--- config.mk ---
export PLATFORM = sky130hd
export DESIGN_NAME = mux2_sel_arb
export DESIGN_NICKNAME = d
export VERILOG_FILES = /design/src/rtl/mux2_sel_arb.sv
export SDC_FILE = /design/constraint.sdc
export NUM_CORES = 1
export LEC_CHECK = 0
export CORE_MARGIN = 4
export CORE_UTILIZATION = 35
export CTS_CLUSTER_SIZE = 16
export DETAILED_ROUTE_END_ITERATION = 7
export GPL_TIMING_DRIVEN = 0
export PLACE_DENSITY = 0.76
export SYNTH_ARGS = -nofsm -noshare
export SYNTH_HDL_FRONTEND = slang
export SYNTH_SLANG_ARGS = --single-unit
--- constraint.sdc ---
create_clock -name clk -period 1.8 [get_ports clk]
set_clock_uncertainty 0.05 [all_clocks]
set_input_delay 0.45 -clock clk [delete_from_list [all_inputs] [get_ports clk]]
set_output_delay 0.45 -clock clk [all_outputs]
set_load 0.01 [all_outputs]
--- src/rtl/mux2_sel_arb.sv ---
// mux2_sel_arb: two-channel valid/ready arbiter feeding a one-entry output
// register. Ties alternate between channels; "so" tells the downstream
// mux_2_1 which channel the held payload came from.
module mux2_sel_arb #(
  parameter int WIDTH = 8
) (
  input  logic             clk,
  input  logic             rst_n,
  input  logic [WIDTH-1:0] i0_data,
  input  logic             i0_valid,
  output logic             i0_ready,
  input  logic [WIDTH-1:0] i1_data,
  input  logic             i1_valid,
  output logic             i1_ready,
  output logic [WIDTH-1:0] y_data,
  output logic             y_valid,
  input  logic             y_ready,
  output logic             so
);

  typedef enum logic {
    EMPTY = 1'b0,
    FULL  = 1'b1
  } state_t;

  state_t           state_reg;
  logic [WIDTH-1:0] y_data_reg;
  logic             so_reg;
  logic             last_grant_reg;

  logic             ld;
  logic             pick_valid;
  logic             pick_idx;
  logic             accept;
  logic [WIDTH-1:0] pick_data;

  // Load enable: the output register is free when empty or being drained.
  assign ld = (state_reg == EMPTY) || y_ready;

  // Pick a channel: a lone valid wins outright, a tie goes to the channel
  // that was not granted last, so contention alternates fairly.
  always_comb begin
    pick_valid = 1'b0;
    pick_idx   = 1'b0;
    case ({i1_valid, i0_valid})
      2'b01: begin
        pick_valid = 1'b1;
        pick_idx   = 1'b0;
      end
      2'b10: begin
        pick_valid = 1'b1;
        pick_idx   = 1'b1;
      end
      2'b11: begin
        pick_valid = 1'b1;
        pick_idx   = ~last_grant_reg;
      end
      default: begin
        pick_valid = 1'b0;
        pick_idx   = 1'b0;
      end
    endcase
  end

  assign pick_data = pick_idx ? i1_data : i0_data;
  assign accept    = ld && pick_valid;

  // Readies are gated by rst_n so nothing looks accepted while in reset.
  assign i0_ready = rst_n && accept && !pick_idx;
  assign i1_ready = rst_n && accept &&  pick_idx;

  // EMPTY/FULL state machine with the output register, source index and
  // tie-break history; reset leaves last_grant=1 so ch0 wins the first tie.
  always_ff @(posedge clk or negedge rst_n) begin
    if (!rst_n) begin
      state_reg      <= EMPTY;
      y_data_reg     <= '0;
      so_reg         <= 1'b0;
      last_grant_reg <= 1'b1;
    end else begin
      case (state_reg)
        EMPTY: begin
          if (accept) begin
            state_reg      <= FULL;
            y_data_reg     <= pick_data;
            so_reg         <= pick_idx;
            last_grant_reg <= pick_idx;
          end
        end
        FULL: begin
          if (accept) begin
            // Back-to-back reload on the same edge the consumer drains.
            y_data_reg     <= pick_data;
            so_reg         <= pick_idx;
            last_grant_reg <= pick_idx;
          end else if (y_ready) begin
            // Drained with nothing waiting; data and so keep their values.
            state_reg <= EMPTY;
          end
        end
        default: state_reg <= EMPTY;
      endcase
    end
  end

  assign y_valid = (state_reg == FULL);
  assign y_data  = y_data_reg;
  assign so      = so_reg;

endmodule

==> results.md <==
* ANT nets after route at 0
* CP Cell Sequence: dlygate4sd2_1 > nand2b_4 > and2_4 > and3_4 > buf_6
* H-tree Lvls at 1
* FP Rows at 13
* Final Hold Vio Count at 0
* R2r setup slk at 0.45 ns
* Routed wire per std cell at 13.3 µm
* Largest net degree at the start of global routing at 14
* EDFF count, synth at 0
* Cell Area, Synth at 542 µm²
* Sink Count at 11
* Pleak at roughly 0.00042 µW
* Initial DRC count at 7
* Worst-path clk slew at 0.07 ns
* CTS tree: yes
* Vias in the first global route at 556
* Syn_area_per_cell at 9.03 µm²
* Final wirelength at about 1500 µm
* N_diodes at 0
* Cts hold-fix bufs at 0
* Top cells by area, synth: dfrtp_1 46%, nand2_1 12%, a31oi_1 10%
* Syn nets at 81
* Outcome: finished clean
* Crit path capture: i0_ready
* Synth unique cells at 16
* Setup CP Type: input pin to output port
* Tmin final at about 1.8 ns
* Peak supply drop at 0.339 mV
* Slew @ Worst Pin at 0.442 ns
* # IOs at 33
* Drt via density at 4.92
* Yosys warning count at 0
* Initial antenna violation count at 0
* PwrDens at 786 nW/µm²
* Chip Width at 47.3 µm
* Max Cap Viol at 0
* Port Buffers at 32
* Sum Neg Setup Slack at 0 ns
* Drt pass-1 iters at 4
* DP HPWL at about 1000 µm
* Design area at 962 µm²
* Chip height at 47.3 µm
* Latest clock arrival within the worst-skew pair at 0.26 ns
* Beginning of the critical path: y_ready
* CP Data Arrival Time at 1.26 ns
* Critical R2R Capture: y_data[7]
* Total track usage at ~15%
* Via Count at 571
* Crit. End Element: output port
* Residual DRC at 0
* Largest register FFs at 8
* Final nets at about 120
* Final setup fails at 0
* Routability cong. at between 0.7 and 0.8
* Layout cells sized above 1 at 21.8%
* Root Driver: clkbuf_4
* Total core area at between 1000 and 1500 µm²
* Critical register-to-register path startpoint: y_valid
* Synth Flop Type: dfrtp_1
* Worst slew margin at 70.5%
* Worst-path maximum fanout at 4
* Area share of the leading cell type in the synthesized netlist at 46.2%
* Startpoint Class: input pin
* Data required, critical path at 1.30 ns
* CTS buffer count at 3
* Hold Crit Class: input pin to asynchronous set/reset pin
* Placed cell area at 881 µm²
* Synth area leader: dfrtp_1
* R2R cell count at 5
* Core Util, Final at 69.6%
* FMAX at 568 MHz
* Synth Register Bits at 11
* Die area at 2240 µm²
* Area grow syn2layout at 77.6%
* Register area share after synthesis at 51.0%
* Max stage delay cell, worst path: dlygate4sd2_1
* Most numerous cell in the Yosys netlist: nand2_1
* Clk buf depth at 2
* Commonest cells in the netlist: 17 x nand2_1, 10 x dfrtp_1, 9 x a21oi_1, 9 x a31oi_1
* Tcrit/Tclk final at between 90% and 100%
* Synth async-reset ratio at 100%
* CP max stage delay at 0.22 ns
* Mapped Cells at 60
* Slew Viols, Final at 0
* GRT overflow at 0
* Initial core utilization at 39.2%
* First-pass GRT wire length at 2280 µm
-- cell usage in the layout (no fill, tap or decap), types with 2 or more instances in the layout --
master,Yosys,routed
clkdlybuf4s50_1,0,26
nand2_1,17,17
dfrtp_1,10,10
a21oi_1,9,9
a31oi_1,9,9
buf_4,0,9
clkbuf_4,0,3
clkbuf_1,1,2
buf_6,2,2
-- kinds of logic (layout without fill, tap and decap cells) --
kind of cell / after synthesis / in the layout / share of synthesized area (%)
AO/OA/AOI/OAI: 21 / 21 / 23.6
buffers and inverters: 5 / 46 / 6.23
AND/OR/NAND/NOR: 23 / 23 / 19.2
flip-flops: 11 / 11 / 51.0
-- metal layers --
layer	vias to the layer above	GRT usage, %	wire [µm]
li1	291	-	-
met1	258	16.2	609
met2	22	26.2	823
met3	0	4.21	114
met4	0	6.63	0
met5	-	0	0
-- worst max-delay path, delay by kind of cell --
family	cells	cell delay, ns
buffers and inverters	2	0.33
AND/OR/NAND/NOR	3	0.47
-- timing repair --
action,4_1_cts,5_1_grt
setup buffers,5,3
resized for setup,25,2
hold endpoints to repair,0,0
setup endpoints to repair,2,2
pin swaps,3,2
-- metrics by stage --
| stage | power, µW | setup slack [ns] | hold slack, ns | instances |
|---|---|---|---|---|
| 2_1_floorplan | 417 | 0.0283 | 0.104 | 60 |
| 3_3_place_gp | 558 | -0.919 | 0.467 | 107 |
| 3_5_place_dp | 559 | -0.947 | 0.465 | 107 |
| 4_1_cts | 753 | -0.0409 | 0.111 | 114 |
| 5_1_grt | 800 | -0.00309 | 0.113 | 116 |
| 6_report | 756 | 0.0384 | 0.106 | 116 |
-- report_power, final --
| group | internal (µW) | total (µW) | switching, µW |
|---|---|---|---|
| combinational | 166 | 271 | 105 |
| sequential | 291 | 318 | 27.3 |
| clock | 85.6 | 167 | 81.8 |
| total | 542 | 756 | 214 |
-- worst min path at each step --
stage | start | endpoint | slack [ns] | cells after the start
detailed placement | so | so | 0.46 | 2
CTS | rst_n | y_data[7] | 0.11 | 1
global route | rst_n | y_valid | 0.11 | 1
finish | rst_n | y_data[4] | 0.11 | 1
floorplan | rst_n | so | 0.10 | 0
global placement | so | so | 0.47 | 2
-- area by class of cell --
class / count / area [µm²]
Clock buffer: 4 / 26.3
Timing Repair Buffer: 40 / 375
Tap cell: 15 / 18.8
Buffer: 1 / 3.75
Sequential cell: 11 / 277
Multi-Input combinational cell: 44 / 258
Fill cell: 127 / 420
Inverter: 1 / 3.75
Power figures use the tool's default switching activity.
